## config.mk

```make
export PLATFORM = sky130hd
export DESIGN_NAME = pll_lock_detect_flat
export DESIGN_NICKNAME = d
export VERILOG_FILES = /design/src/rtl/pll_lock_detect_pkg.sv /design/src/rtl/pll_lock_detect_if.sv /design/src/rtl/pll_lock_detect_sync2.sv /design/src/rtl/pll_lock_detect.sv /design/src/flat_wrapper.sv
export SDC_FILE = /design/constraint.sdc
export NUM_CORES = 1
export LEC_CHECK = 0
export BUFFER_PORTS_ARGS = -buffer_cell sky130_fd_sc_hd__clkbuf_2
export CORE_MARGIN = 5
export CORE_UTILIZATION = 63
export DETAILED_ROUTE_END_ITERATION = 10
export PLACE_DENSITY = 0.84
export SYNTH_ARGS = -nofsm -noshare
export SYNTH_HDL_FRONTEND = slang
export SYNTH_SLANG_ARGS = --single-unit
```

## constraint.sdc

```tcl
create_clock -name refclk -period 5.75 [get_ports refclk]
set_input_delay 0 -clock refclk [delete_from_list [all_inputs] [get_ports refclk]]
set_output_delay 0 -clock refclk [all_outputs]
set_load 0.01 [all_outputs]
```

## src/rtl/pll_lock_detect_pkg.sv

```systemverilog
// Shared types and sizing helpers for the PLL frequency lock detector.
package pll_lock_detect_pkg;

  typedef enum logic [1:0] {
    DISCARD = 2'd0,
    ACQUIRE = 2'd1,
    LOCKED  = 2'd2
  } lock_state_e;

  // Width of a window event count: enough for N<<(WIN_LOG2-DIV_LOG2) plus headroom
  function automatic int calc_cw(input int nw, input int win_log2, input int div_log2);
    return nw + win_log2 - div_log2 + 1;
  endfunction

endpackage

```

## src/rtl/pll_lock_detect_if.sv

```systemverilog
// Control/status bundle between the lock detector and its user (PLL controller or bench).
interface pll_lock_detect_if #(
  parameter int NW = 8,
  parameter int CW = 11
) ();

  logic [NW-1:0] n_div;
  logic          fb_tgl;
  logic          clr_lost;
  logic          locked;
  logic          lock_lost;
  logic [CW-1:0] meas_count;
  logic          meas_valid;

  modport master (
    output n_div, fb_tgl, clr_lost,
    input  locked, lock_lost, meas_count, meas_valid
  );

  modport slave (
    input  n_div, fb_tgl, clr_lost,
    output locked, lock_lost, meas_count, meas_valid
  );

endinterface

```

## src/rtl/pll_lock_detect_sync2.sv

```systemverilog
// Generic two-flop synchronizer bringing an asynchronous level into the refclk domain.
module pll_lock_detect_sync2 (
  input  logic refclk,
  input  logic reset,
  input  logic d,
  output logic q
);

  logic meta_q;
  logic sync_q;

  // Two-stage capture; the first flop may go metastable, the second settles it
  always_ff @(posedge refclk) begin
    if (reset) begin
      meta_q <= 1'b0;
      sync_q <= 1'b0;
    end else begin
      meta_q <= d;
      sync_q <= meta_q;
    end
  end

  assign q = sync_q;

endmodule

```

## src/rtl/pll_lock_detect.sv

```systemverilog
// Frequency lock detector: counts feedback toggle events over a fixed refclk window,
// compares against N<<(WIN_LOG2-DIV_LOG2) and declares lock after enough good windows.
module pll_lock_detect
  import pll_lock_detect_pkg::*;
#(
  parameter int WIN_LOG2     = 12,
  parameter int DIV_LOG2     = 10,
  parameter int NW           = 8,
  parameter int TOL          = 2,
  parameter int LOCK_WINDOWS = 4
) (
  input  logic             refclk,
  input  logic             reset,
  pll_lock_detect_if.slave lk_if
);

  localparam int CW    = calc_cw(NW, WIN_LOG2, DIV_LOG2);
  localparam int SHIFT = WIN_LOG2 - DIV_LOG2;
  localparam int GW    = $clog2(LOCK_WINDOWS + 1);

  // Saturating increment: an all-ones count stays put and marks the window bad
  function automatic logic [CW-1:0] sat_inc(input logic [CW-1:0] v);
    return (&v) ? v : v + CW'(1);
  endfunction

  // |cnt - exp| <= TOL using a signed difference one bit wider than the count
  function automatic logic in_tol(input logic [CW-1:0] cnt, input logic [CW-1:0] exp_c);
    logic signed [CW:0] diff;
    logic signed [CW:0] tol_s;
    diff  = $signed({1'b0, cnt}) - $signed({1'b0, exp_c});
    tol_s = $signed((CW+1)'(TOL));
    return (diff <= tol_s) && (diff >= -tol_s);
  endfunction

  logic                fb_sync;
  logic                fb_prev_q;
  logic                fb_event;
  logic [NW-1:0]       ndiv_q;
  logic                ndiv_chg;
  logic [WIN_LOG2-1:0] win_q;
  logic [WIN_LOG2-1:0] win_d;
  logic                win_wrap;
  logic [CW-1:0]       ev_cnt_q;
  logic [CW-1:0]       ev_cnt_d;
  logic [CW-1:0]       expected_w;
  logic                win_good;
  logic [CW-1:0]       meas_count_q;
  logic                meas_valid_q;
  lock_state_e         state_q;
  lock_state_e         state_d;
  logic [GW-1:0]       good_cnt_q;
  logic [GW-1:0]       good_cnt_d;
  logic                loss;
  logic                lock_lost_q;
  logic                lock_lost_d;

  pll_lock_detect_sync2 u_sync (
    .refclk (refclk),
    .reset  (reset),
    .d      (lk_if.fb_tgl),
    .q      (fb_sync)
  );

  // Edge detect on the synchronized toggle: every level change is one event
  always_ff @(posedge refclk) begin
    if (reset) fb_prev_q <= 1'b0;
    else       fb_prev_q <= fb_sync;
  end

  assign fb_event = fb_sync ^ fb_prev_q;

  // Registered copy of the ratio; loaded every cycle so reset never fakes a change
  always_ff @(posedge refclk) begin
    ndiv_q <= lk_if.n_div;
  end

  assign ndiv_chg   = (lk_if.n_div != ndiv_q);
  assign win_wrap   = &win_q;
  assign expected_w = CW'(ndiv_q) << SHIFT;
  assign win_good   = !(&ev_cnt_q) && in_tol(ev_cnt_q, expected_w);

  // Window and event counter next state; an event in the wrap cycle opens the new window
  always_comb begin
    win_d    = win_q + WIN_LOG2'(1);
    ev_cnt_d = ev_cnt_q;
    if (ndiv_chg) begin
      win_d    = '0;
      ev_cnt_d = '0;
    end else if (win_wrap) begin
      ev_cnt_d = fb_event ? CW'(1) : '0;
    end else if (fb_event) begin
      ev_cnt_d = sat_inc(ev_cnt_q);
    end
  end

  // Counter and measurement registers
  always_ff @(posedge refclk) begin
    if (reset) begin
      win_q        <= '0;
      ev_cnt_q     <= '0;
      meas_count_q <= '0;
      meas_valid_q <= 1'b0;
    end else begin
      win_q        <= win_d;
      ev_cnt_q     <= ev_cnt_d;
      meas_valid_q <= win_wrap && !ndiv_chg;
      if (win_wrap && !ndiv_chg) meas_count_q <= ev_cnt_q;
    end
  end

  // Lock FSM next state; evaluated only at window close or on a ratio change
  always_comb begin
    state_d    = state_q;
    good_cnt_d = good_cnt_q;
    loss       = 1'b0;
    if (ndiv_chg) begin
      state_d    = DISCARD;
      good_cnt_d = '0;
    end else if (win_wrap) begin
      case (state_q)
        DISCARD: state_d = ACQUIRE;
        ACQUIRE: begin
          if (!win_good) begin
            good_cnt_d = '0;
          end else if (good_cnt_q == GW'(LOCK_WINDOWS - 1)) begin
            state_d    = LOCKED;
            good_cnt_d = '0;
          end else begin
            good_cnt_d = good_cnt_q + GW'(1);
          end
        end
        LOCKED: begin
          if (!win_good) begin
            state_d    = ACQUIRE;
            good_cnt_d = '0;
            loss       = 1'b1;
          end
        end
        default: begin
          state_d    = DISCARD;
          good_cnt_d = '0;
        end
      endcase
    end
  end

  // Sticky loss flag: a loss in the same cycle as a clear wins
  assign lock_lost_d = loss | (lock_lost_q & ~lk_if.clr_lost);

  // FSM and status registers
  always_ff @(posedge refclk) begin
    if (reset) begin
      state_q     <= DISCARD;
      good_cnt_q  <= '0;
      lock_lost_q <= 1'b0;
    end else begin
      state_q     <= state_d;
      good_cnt_q  <= good_cnt_d;
      lock_lost_q <= lock_lost_d;
    end
  end

  assign lk_if.locked     = (state_q == LOCKED);
  assign lk_if.lock_lost  = lock_lost_q;
  assign lk_if.meas_count = meas_count_q;
  assign lk_if.meas_valid = meas_valid_q;

endmodule

```

## src/flat_wrapper.sv

```systemverilog
// flat-port wrapper written by rule: the top's interface ports become plain ports
module pll_lock_detect_flat import pll_lock_detect_pkg::*;
#(
  parameter int WIN_LOG2     = 12,
  parameter int DIV_LOG2     = 10,
  parameter int NW           = 8,
  parameter int TOL          = 2,
  parameter int LOCK_WINDOWS = 4
)
  (refclk, reset, lk_if_n_div, lk_if_fb_tgl, lk_if_clr_lost, lk_if_locked, lk_if_lock_lost, lk_if_meas_count, lk_if_meas_valid);
  pll_lock_detect_if #(.NW(NW), .CW((NW + WIN_LOG2 - DIV_LOG2 + 1))) lk_if_i ();
  input  logic refclk;
  input  logic reset;
  input wire logic [$bits(lk_if_i.n_div)-1:0] lk_if_n_div;
  input wire logic [$bits(lk_if_i.fb_tgl)-1:0] lk_if_fb_tgl;
  input wire logic [$bits(lk_if_i.clr_lost)-1:0] lk_if_clr_lost;
  output wire logic [$bits(lk_if_i.locked)-1:0] lk_if_locked;
  output wire logic [$bits(lk_if_i.lock_lost)-1:0] lk_if_lock_lost;
  output wire logic [$bits(lk_if_i.meas_count)-1:0] lk_if_meas_count;
  output wire logic [$bits(lk_if_i.meas_valid)-1:0] lk_if_meas_valid;
  assign lk_if_i.n_div = lk_if_n_div;
  assign lk_if_i.fb_tgl = lk_if_fb_tgl;
  assign lk_if_i.clr_lost = lk_if_clr_lost;
  assign lk_if_locked = lk_if_i.locked;
  assign lk_if_lock_lost = lk_if_i.lock_lost;
  assign lk_if_meas_count = lk_if_i.meas_count;
  assign lk_if_meas_valid = lk_if_i.meas_valid;
  pll_lock_detect #(.WIN_LOG2(WIN_LOG2), .DIV_LOG2(DIV_LOG2), .NW(NW), .TOL(TOL), .LOCK_WINDOWS(LOCK_WINDOWS)) u_core (.refclk(refclk), .reset(reset), .lk_if(lk_if_i));
endmodule
```

==> flow_summary_export.csv, run 1 <==
group,metric,value,unit
outcome,status,"finished, final reports clean",
sta,whs,0.0740,ns
floorplanning,die_area,5490,sq um
grt,met1_usage,28.3,%
yosys,synth_nets,326,
critical_path,cp-start-kind,"flip-flop",
layout,nFillCells,297,
cts,clock-sinks,52,
critical_path,critPathCaptureType,"flip-flop",
place,port_buffers,25,
detailed_routing,via_count,2192,
critical_path,critPathKind,"flip-flop to flip-flop",
layout,final_cell_area,2980,sq um
critical_path,crit_buf_inv,1,
grt,antenna_found_initial,0,
critical_path,cp_slowest_cell,"or4b_1",
yosys,netlist_top_cells_area,"dfxtp_1 40%, ha_1 5.8%, nor2_1 5.1%",
layout,nets,361,
sta,tightest_slew,0.708,ns
yosys,syn_area_per_cell,8.60,sq um
flow_run,cap_violations,0,
power_and_ir_drop,p_leak,1.16,nW
yosys,synth_edf_count,0,
layout,drive_gt1_share,13.6,%
cts,hold_buffers,10,
yosys,synth-async-reset-ratio,0,%
detailed_routing,routedWlPerCell,13.9,um
cts,htree_num_levels,2,
place,hpwl,4010,um
cts,cts_tree,"done",
critical_path,cp.required,6.00,ns
yosys,synth.top_cell.area_share,40.2,%
yosys,yosys.area.top_type,"dfxtp_1",
yosys,syn_area,2590,sq um
yosys,ys_seq_area_share,40.2,%
floorplanning,die_w,74.1,um
yosys,synth_seq_cells,52,
yosys,synth_ff_type,"dfxtp_1",
detailed_routing,dr.pass1.iters,4,
layout,antenna_cells,0,
critical_path,critical_path_depth,11,
cts,cts_resized,0,
sta,min_period,3.08,ns
place,routabilityCongestion,0.913,
critical_path,critical_path.top_delay_family,"compound AO/OA/AOI/OAI gates",
grt,grtUsageTotal,21.4,%
grt,grt-busiest-layer,"met2",
yosys,netlist_instances,301,
critical_path,rr_worst_depth,11,
place,placed_area,2750,sq um
cts,cts_setup_buffers,0,
critical_path,cp_max_fo,8,
yosys,synth-warning-count,0,
cts,cts_root_buf,"clkbuf_8",
cts,cts_buffers,5,
cts,worstSkewPairLatency,0.30,ns
layout,syn_to_final_growth,14.9,%
grt,use_met2,33.5,%
floorplanning,ios,26,
sta,setup_viol,0,
sta,slew_violations,0,
sta,hold_viol,0,
detailed_routing,drt_iter0_markers,106,
detailed_routing,detail-route-antenna-nets,0,
critical_path,critPathMaxStageDelay,0.50,ns
detailed_routing,wl,5370,um
grt,grt_max_degree,22,
worst_hold_path,holdPathStages,2,
sta,max-slew-margin-rel,52.6,%
worst_hold_path,min_path_type,"input port to flip-flop",
detailed_routing,remaining_drc_errors,0,
floorplanning,start_util,64.7,%
sta,post-route-period-util,53.6,%
layout,final_util,74.4,%
grt,grt_overflow,0,
sta,setup_ws,2.67,ns
cts,clk_pin_slew,0.09,ns
yosys,ys_types,44,
grt,grt_pass1_wl,9150,um
power_and_ir_drop,max-vdd-ir-drop,0.172,mV
detailed_routing,viasPerCell,5.66,
sta,skew,0.00547,ns
sta,tns,0,ns
floorplanning,die_h,74.1,um
grt,grt_pass1_vias,2064,
cts,clock_path_buffers,2,
sta,rsz0062_at_grt,"no",
critical_path,path_cells,"inv_1, ha_1, fa_1, nor2b_1, o31a_1, xor2_1, nand4_1, or4b_1, o211a_2, o41ai_1, o21ba_1",
critical_path,critPathArrivalTime,3.33,ns
power_and_ir_drop,power.density,225,nW/um^2
sta,fmax,324,MHz
floorplanning,coreArea,4000,sq um
grt,grtUsageMet3,4.59,%
place,place_ws,2.73,ns
floorplanning,num_rows,23,
==> cell families (layout without fill, tap and decap cells) <==
| group | Yosys count | after routing | synth area share, % |
|---|---|---|---|
| flops | 52 | 52 | 40.2 |
| buf+inv | 25 | 61 | 3.62 |
| fa+ha+maj | 13 | 13 | 6.57 |
| xor+xnor | 29 | 29 | 9.81 |
| compound gates | 52 | 52 | 14.0 |
| mux | 1 | 1 | 0.435 |
| simple gates | 129 | 129 | 25.4 |
==> placed cells by master (no fill, tap or decap), types with 2 or more instances in the layout <==
cell           instances
dlygate4sd3_1         10
and3_1                 5
or2_2                  5
nor4_1                 2
and4_1                 2
a21oi_1               21
clkbuf_2              25
xnor2_1               15
nand4_1               11
o31ai_1                2
clkbuf_8               6
nor2_1                35
nand3_1               19
a31oi_1                2
nand2b_1               6
o2111ai_1              3
nor3_1                 5
dfxtp_1               52
o31a_1                 3
inv_1                 17
or3_1                  4
o21ai_0                5
nor2b_1                7
ha_1                  12
xor2_1                14
o21bai_1               2
nand2_1               23
o21a_1                 2
a21o_1                 2
==> worst reg2reg max path, stage by stage (launching register included) <==
cell	delay, ns
dfxtp_1	0.42
inv_1	0.09
ha_1	0.25
fa_1	0.41
nor2b_1	0.17
o31a_1	0.18
xor2_1	0.19
nand4_1	0.14
or4b_1	0.50
o211a_2	0.22
o41ai_1	0.29
o21ba_1	0.16
==> synth_stat cells, types with 2 or more instances <==
| master | n |
|---|---|
| nor4_1 | 2 |
| o21bai_1 | 2 |
| nor2_1 | 35 |
| and3_1 | 5 |
| clkbuf_1 | 8 |
| or2_2 | 5 |
| a21o_1 | 2 |
| and4_1 | 2 |
| a31oi_1 | 2 |
| nand3_1 | 19 |
| o2111ai_1 | 3 |
| or3_1 | 4 |
| xnor2_1 | 15 |
| o31ai_1 | 2 |
| nor3_1 | 5 |
| o21ai_0 | 5 |
| xor2_1 | 14 |
| dfxtp_1 | 52 |
| nand2b_1 | 6 |
| o31a_1 | 3 |
| o21a_1 | 2 |
| nand2_1 | 23 |
| inv_1 | 17 |
| nand4_1 | 11 |
| a21oi_1 | 21 |
| nor2b_1 | 7 |
| ha_1 | 12 |
==> metrics by stage <==
step	total power, mW	cells
global route	0.695	387
global placement	0.410	369
floorplan	0.400	301
finish	0.669	387
CTS	0.674	387
detailed placement	0.411	369
==> cell type report <==
cell class | instances | area (sq um) | share of cell area, %
Multi-Input combinational cell | 224 | 1450 | 48.9
Tap cell | 50 | 62.6 | 2.10
Sequential cell | 52 | 1040 | 35.0
Clock inverter | 2 | 38.8 | 1.30
Timing Repair Buffer | 36 | 233 | 7.82
Inverter | 17 | 63.8 | 2.14
Clock buffer | 6 | 82.6 | 2.78
==> power by group <==
group / internal, mW / switching (mW)
Combinational: 0.0211 / 0.0207
Clock: 0.142 / 0.118
Sequential: 0.364 / 0.00297
==> sequential cells by signal, summed over array words and instances (netlist names), 2 cells and up <==
register	count
u_core.state_q	2
u_core.good_cnt_q	3
u_core.ev_cnt_q	11
u_core.ndiv_q	8
u_core.win_q	12
u_core.lk_if.meas_count	11
==> final timing paths <==
kind                                    from                                      end  slack (ns)
max          u_core.ev_cnt_q[2]$_SDFFE_PP0P_           u_core.state_q[1]$_SDFFE_PP0P_        2.67
min reg2reg  u_core.u_sync.meta_q$_SDFF_PP0_               u_core.u_sync.q$_SDFF_PP0_        0.45
max reg2reg  u_core.ev_cnt_q[2]$_SDFFE_PP0P_           u_core.state_q[1]$_SDFFE_PP0P_        2.67
min                                    reset  u_core.lk_if.meas_count[8]$_SDFFE_PP0P_        0.07
==> routing by layer <==
| layer | part of all wire [%] | vias up |
|---|---|---|
| met5 | 0 | - |
| li1 | - | 1121 |
| met4 | 1.5 | 0 |
| met3 | 3.9 | 6 |
| met2 | 47 | 46 |
| met1 | 47 | 1019 |
Note: power is estimated with default switching activity, not from simulation.
==> run 2, diff against run 1 <==
--- a/config.mk
+++ b/config.mk
@@ -7,9 +7,9 @@
 export LEC_CHECK = 0
 export BUFFER_PORTS_ARGS = -buffer_cell sky130_fd_sc_hd__clkbuf_2
 export CORE_MARGIN = 5
-export CORE_UTILIZATION = 63
+export CORE_UTILIZATION = 58
 export DETAILED_ROUTE_END_ITERATION = 10
-export PLACE_DENSITY = 0.84
+export PLACE_DENSITY = 0.79
 export SYNTH_ARGS = -nofsm -noshare
 export SYNTH_HDL_FRONTEND = slang
 export SYNTH_SLANG_ARGS = --single-unit
==> constraint.sdc (replaced) <==
create_clock -name refclk -period 3.2 [get_ports refclk]
set_input_delay 0 -clock refclk [delete_from_list [all_inputs] [get_ports refclk]]
set_output_delay 0 -clock refclk [all_outputs]
set_load 0.01 [all_outputs]
==> run 2 against run 1 <==
- register-to-register slack worse by 2.5 ns
- final cell count is 1.3% higher
- count of clock-buffer cells in the layout stayed put
- power is 80% higher
- die area is 7.4% higher
- sequential cell count stayed put
- critical endpoint is now u_core.good_cnt_q[0]$_SDFFE_PP0P_
- largest cell class unchanged
- largest power group unchanged
==> flow_summary_export.csv, run 2 (synthesis gave the netlist of run 1 again) <==
group,metric,value,unit
sta,tns,0,ns
grt,antenna_found_initial,0,
place,port_buffers,25,
critical_path,r2r_start,"u_core.ev_cnt_q[2]$_SDFFE_PP0P_",
floorplanning,start_util,59.5,%
cts,cts_tree,"done",
sta,skew,0.0129,ns
layout,syn_to_final_growth,15.9,%
sta,rsz0062_at_grt,"no",
worst_hold_path,hp-start,"reset",
layout,drive_gt1_share,14.7,%
grt,grt_overflow,0,
sta,fmax,332,MHz
layout,nFillCells,369,
cts,worstSkewPairLatency,0.31,ns
detailed_routing,remaining_drc_errors,0,
floorplanning,coreArea,4350,sq um
detailed_routing,viasPerCell,5.61,
sta,slew_violations,0,
floorplanning,ios,26,
layout,seqCellArea,1040,sq um
sta,hold_viol,0,
grt,grt_pass1_wl,9650,um
sta,setup_viol,0,
detailed_routing,drt_iter0_markers,144,
floorplanning,die_w,76.8,um
layout,nets,364,
layout,antenna_cells,0,
sta,post-route-period-util,94.2,%
outcome,status,"finished, final reports clean",
cts,clock-sinks,52,
layout,final_cell_mix,"51 x dfxtp_1, 35 x nor2_1, 25 x clkbuf_2",
layout,multiInputGateArea,1450,sq um
detailed_routing,detail-route-antenna-nets,0,
detailed_routing,wl,5370,um
place,hpwl,3960,um
grt,grtUsageTotal,19.5,%
layout,final_common_cell,"dfxtp_1",
flow_run,cap_violations,0,
floorplanning,die_h,76.8,um
detailed_routing,routedWlPerCell,13.7,um
detailed_routing,via_count,2200,
detailed_routing,dr.pass1.iters,4,
cts,cts_buffers,5,
critical_path,crit_start,"u_core.ev_cnt_q[2]$_SDFFE_PP0P_",
critical_path,critPathArrivalTime,3.27,ns
sta,max-slew-margin-rel,67.7,%
cts,cts_root_buf,"clkbuf_8",
layout,largest_reg_flops,12,
critical_path,cp.required,3.46,ns
critical_path,cp_max_fo,8,
cts,clock_path_buffers,2,
place,routabilityCongestion,0.856,
worst_hold_path,min_path_type,"input port to flip-flop",
cts,clk_pin_slew,0.10,ns
power_and_ir_drop,power.density,401,nW/um^2
critical_path,critPathKind,"flip-flop to flip-flop",
critical_path,cp-start-kind,"flip-flop",
floorplanning,die_area,5900,sq um
floorplanning,num_rows,24,
power_and_ir_drop,max-vdd-ir-drop,0.240,mV
sta,whs,0.0946,ns
grt,grt_max_degree,17,
layout,regMostFlops,"u_core.win_q",
grt,grt_pass1_vias,2159,
sta,min_period,3.01,ns
cts,htree_num_levels,2,
power_and_ir_drop,p_leak,1.17,nW
sta,tightest_slew,0.476,ns
critical_path,critPathCaptureType,"flip-flop",
[run 2: worst paths after layout]
| path | end | slack, ns | depth (start not counted) |
|---|---|---|---|
| max | u_core.good_cnt_q[0]$_SDFFE_PP0P_ | 0.19 | 11 |
| min | u_core.lk_if.meas_count[1]$_SDFFE_PP0P_ | 0.09 | 2 |
| max reg2reg | u_core.good_cnt_q[0]$_SDFFE_PP0P_ | 0.19 | 11 |
| min reg2reg | u_core.lk_if.meas_count[5]$_SDFFE_PP0P_ | 0.46 | 2 |
[run 2: final cells by class]
class | instances | area share (%)
tap | 52 | 2.17
clock inverter | 2 | 1.29
inverter | 17 | 2.13
timing repair buffer | 39 | 8.50
clock buffer | 6 | 2.75
multi-input combinational | 224 | 48.4
sequential | 52 | 34.7
[run 2: repair_timing]
action	CTS	global route
gates resized for setup	0	1
hold buffers	10	0
setup endpoints to repair	0	5
buffers inserted	0	0
hold endpoints to repair	10	0
[run 2: metal layers]
| metal | track usage, % | up-vias | part of all wire (%) |
|---|---|---|---|
| met4 | 6.82 | 0 | 2.3 |
| met1 | 24.0 | 1027 | 46 |
| met2 | 32.8 | 35 | 48 |
| met5 | 0 | - | 0 |
| met3 | 4.92 | 13 | 3.2 |
| li1 | - | 1125 | - |
[run 2: report_power, final]
group	switching (mW)	internal [mW]
combinational	0.0370	0.0380
clock	0.215	0.256
sequential	0.00497	0.654
total	0.257	0.947
[run 2: worst max-delay path, stage by stage (launching register included)]
cell	delay [ns]
dfxtp_2	0.36
inv_1	0.07
ha_1	0.25
fa_1	0.41
nor2b_1	0.18
o31a_1	0.17
xor2_1	0.20
nand4_1	0.15
or4b_1	0.49
o211a_2	0.22
nor4_1	0.31
a221o_2	0.16
[run 2: per-stage QoR]
stage / util [%] / worst slack, ns / cell area, sq um / total power, mW / std cells
2_1_floorplan: - / 0.448 / 2590 / 0.719 / 301
3_3_place_gp: 63.8 / 0.310 / 2780 / 0.737 / 374
3_5_place_dp: 63.8 / 0.221 / 2780 / 0.738 / 374
4_1_cts: 68.9 / 0.192 / 3000 / 1.22 / 392
5_1_grt: 68.9 / 0.00835 / 3000 / 1.25 / 392
6_report: 68.9 / 0.187 / 3000 / 1.20 / 392
==> run 3, diff against run 2 <==
--- a/config.mk
+++ b/config.mk
@@ -6,10 +6,14 @@
 export NUM_CORES = 1
 export LEC_CHECK = 0
 export BUFFER_PORTS_ARGS = -buffer_cell sky130_fd_sc_hd__clkbuf_2
+export CAP_MARGIN = 20
+export CELL_PAD_IN_SITES_DETAIL_PLACEMENT = 0
+export CELL_PAD_IN_SITES_GLOBAL_PLACEMENT = 1
 export CORE_MARGIN = 5
-export CORE_UTILIZATION = 58
+export CORE_UTILIZATION = 46
+export CTS_BUF_LIST = sky130_fd_sc_hd__clkbuf_2 sky130_fd_sc_hd__clkbuf_4 sky130_fd_sc_hd__clkbuf_8
 export DETAILED_ROUTE_END_ITERATION = 10
-export PLACE_DENSITY = 0.79
+export PLACE_DENSITY_LB_ADDON = 0.1
 export SYNTH_ARGS = -nofsm -noshare
 export SYNTH_HDL_FRONTEND = slang
 export SYNTH_SLANG_ARGS = --single-unit
==> run 3 against run 2 <==
- wire length grew 4.8%
- non-clock buffer count shrank 1
- cell area is essentially flat
- first-iteration DRC count grew 4.2%
- highest routed layer unchanged
- die area grew 23%
- fmax shrank 0.81%
==> flow_summary_export.csv, run 3 (synthesis gave the netlist of run 1 again) <==
group,metric,value,unit
layout,final_common_cell,"dfxtp_1",
sta,min_period,3.04,ns
grt,grt_overflow,0,
critical_path,cp_slowest_cell,"or4b_1",
detailed_routing,detail-route-antenna-nets,0,
critical_path,critPathKind,"flip-flop to flip-flop",
grt,grt_max_degree,21,
cts,cts_tree,"done",
detailed_routing,wl,5630,um
power_and_ir_drop,power.total,1.13,mW
sta,rsz0062_at_grt,"no",
layout,drive_gt1_share,15.0,%
floorplanning,die_area,7230,sq um
cts,clock-sinks,52,
critical_path,cp-start-kind,"flip-flop",
cts,htree_num_levels,2,
layout,largest_reg_flops,12,
place,port_buffers,25,
sta,tns,0,ns
floorplanning,die_h,85.0,um
detailed_routing,drt_iter0_markers,150,
cts,cts_root_buf,"clkbuf_8",
floorplanning,ios,26,
power_and_ir_drop,max-vdd-ir-drop,0.164,mV
layout,regMostFlops,"u_core.win_q",
detailed_routing,remaining_drc_errors,0,
layout,final_cell_mix,"52 x dfxtp_1, 35 x nor2_1, 25 x clkbuf_2",
cts,worstSkewPairLatency,0.32,ns
sta,setup_viol,0,
grt,grt_pass1_vias,2055,
layout,nets,363,
power_and_ir_drop,p_leak,1.16,nW
critical_path,cp.required,3.40,ns
critical_path,critPathMaxStageDelay,0.49,ns
detailed_routing,viasPerCell,5.21,
cts,clock_path_buffers,2,
sta,slew_violations,0,
critical_path,cp_max_fo,8,
sta,tightest_slew,0.485,ns
flow_run,cap_violations,0,
place,hpwl,4010,um
sta,hold_viol,0,
sta,max-slew-margin-rel,67.7,%
grt,antenna_found_initial,0,
cts,cts_buffers,5,
detailed_routing,routedWlPerCell,13.7,um
sta,fmax,329,MHz
critical_path,path_cells,"inv_1, ha_1, fa_1, nor2b_2, o2111ai_1, a21oi_2, nand4_1, or4b_1, o211a_2, o31ai_1, a31oi_1",
floorplanning,start_util,47.3,%
critical_path,critPathArrivalTime,3.24,ns
detailed_routing,via_count,2141,
outcome,status,"finished, final reports clean",
layout,syn_to_final_growth,15.9,%
cts,clk_pin_slew,0.11,ns
layout,antenna_cells,0,
place,dp.cells,393,
grt,grtUsageTotal,16.2,%
sta,post-route-period-util,94.9,%
sta,skew,0.0147,ns
place,routabilityCongestion,0.908,
critical_path,critPathCaptureType,"flip-flop",
grt,grt_pass1_wl,9490,um
floorplanning,die_w,85.0,um
floorplanning,num_rows,27,
layout,fin_cells,411,
floorplanning,coreArea,5470,sq um
power_and_ir_drop,power.density,376,nW/um^2
detailed_routing,dr.pass1.iters,4,
worst_hold_path,min_path_type,"input port to flip-flop",
## run 3: cell count changes in the layout (fill, tap and decap cells not counted), sizes merged
cell,before,now
bufinv,1,0
buf,4,3
clkinv,1,2
clkbuf,31,30
inv,17,18
## run 3: cell type report
cell class	instances	area, sq um
repair buffers	38	248
clock buffers	5	68.8
well taps	72	90.1
fillers	567	2470
inverters	17	63.8
flip-flops and latches	52	1040
clock inverters	3	22.5
multi-input cells	224	1470
## run 3: report_power, final
part           switching [mW]  internal, mW  total, mW
clock                   0.235         0.157      0.392
combinational          0.0379        0.0386     0.0765
sequential            0.00503         0.654      0.659
## run 3: path summary, 6_finish.rpt
path	cells after the start	start	to	slack, ns
max	11	u_core.ev_cnt_q[2]$_SDFFE_PP0P_	u_core.state_q[0]$_SDFFE_PP0P_	0.16
min	2	reset	u_core.lk_if.lock_lost$_SDFF_PP0_	0.11
max reg2reg	11	u_core.ev_cnt_q[2]$_SDFFE_PP0P_	u_core.state_q[0]$_SDFFE_PP0P_	0.16
min reg2reg	2	u_core.lk_if.meas_count[4]$_SDFFE_PP0P_	u_core.lk_if.meas_count[4]$_SDFFE_PP0P_	0.46
## run 3: what timing repair did
action                                  4_1_cts  5_1_grt
hold buffers                                 10        0
resized for setup                             0        3
setup buffers                                 0        0
endpoints found under the setup margin        0        5
hold endpoints to repair                     10        0
## run 3: worst max-delay path, delay by kind of cell, from the launching register on
family | cells | cell delay [ns]
adder cells (fa/ha/maj) | 2 | 0.69
flip-flops | 1 | 0.39
AO/OA/AOI/OAI | 5 | 0.99
buffers and inverters | 1 | 0.09
AND/OR/NAND/NOR | 3 | 0.75
## run 3: stage by stage
| stage | util, % | setup slack (ns) | instance area [sq um] | hold slack [ns] |
|---|---|---|---|---|
| after detailed placement | 51.1 | 0.201 | 2800 | 0.136 |
| after floorplan | - | 0.448 | 2590 | 0.0277 |
| after global placement | 51.1 | 0.301 | 2800 | 0.130 |
| final | 54.8 | 0.163 | 3000 | 0.106 |
| after CTS | 54.6 | 0.174 | 2990 | 0.117 |
| after global routing | 54.8 | 0.00610 | 3000 | 0.137 |
## run 3: metal layers
metal / global-route usage, % / vias up / routed length, um
met5: 0 / - / 0
li1: - / 1122 / -
met4: 5.61 / 0 / 88
met3: 2.33 / 8 / 128
met2: 28.4 / 28 / 2800
met1: 20.0 / 983 / 2620
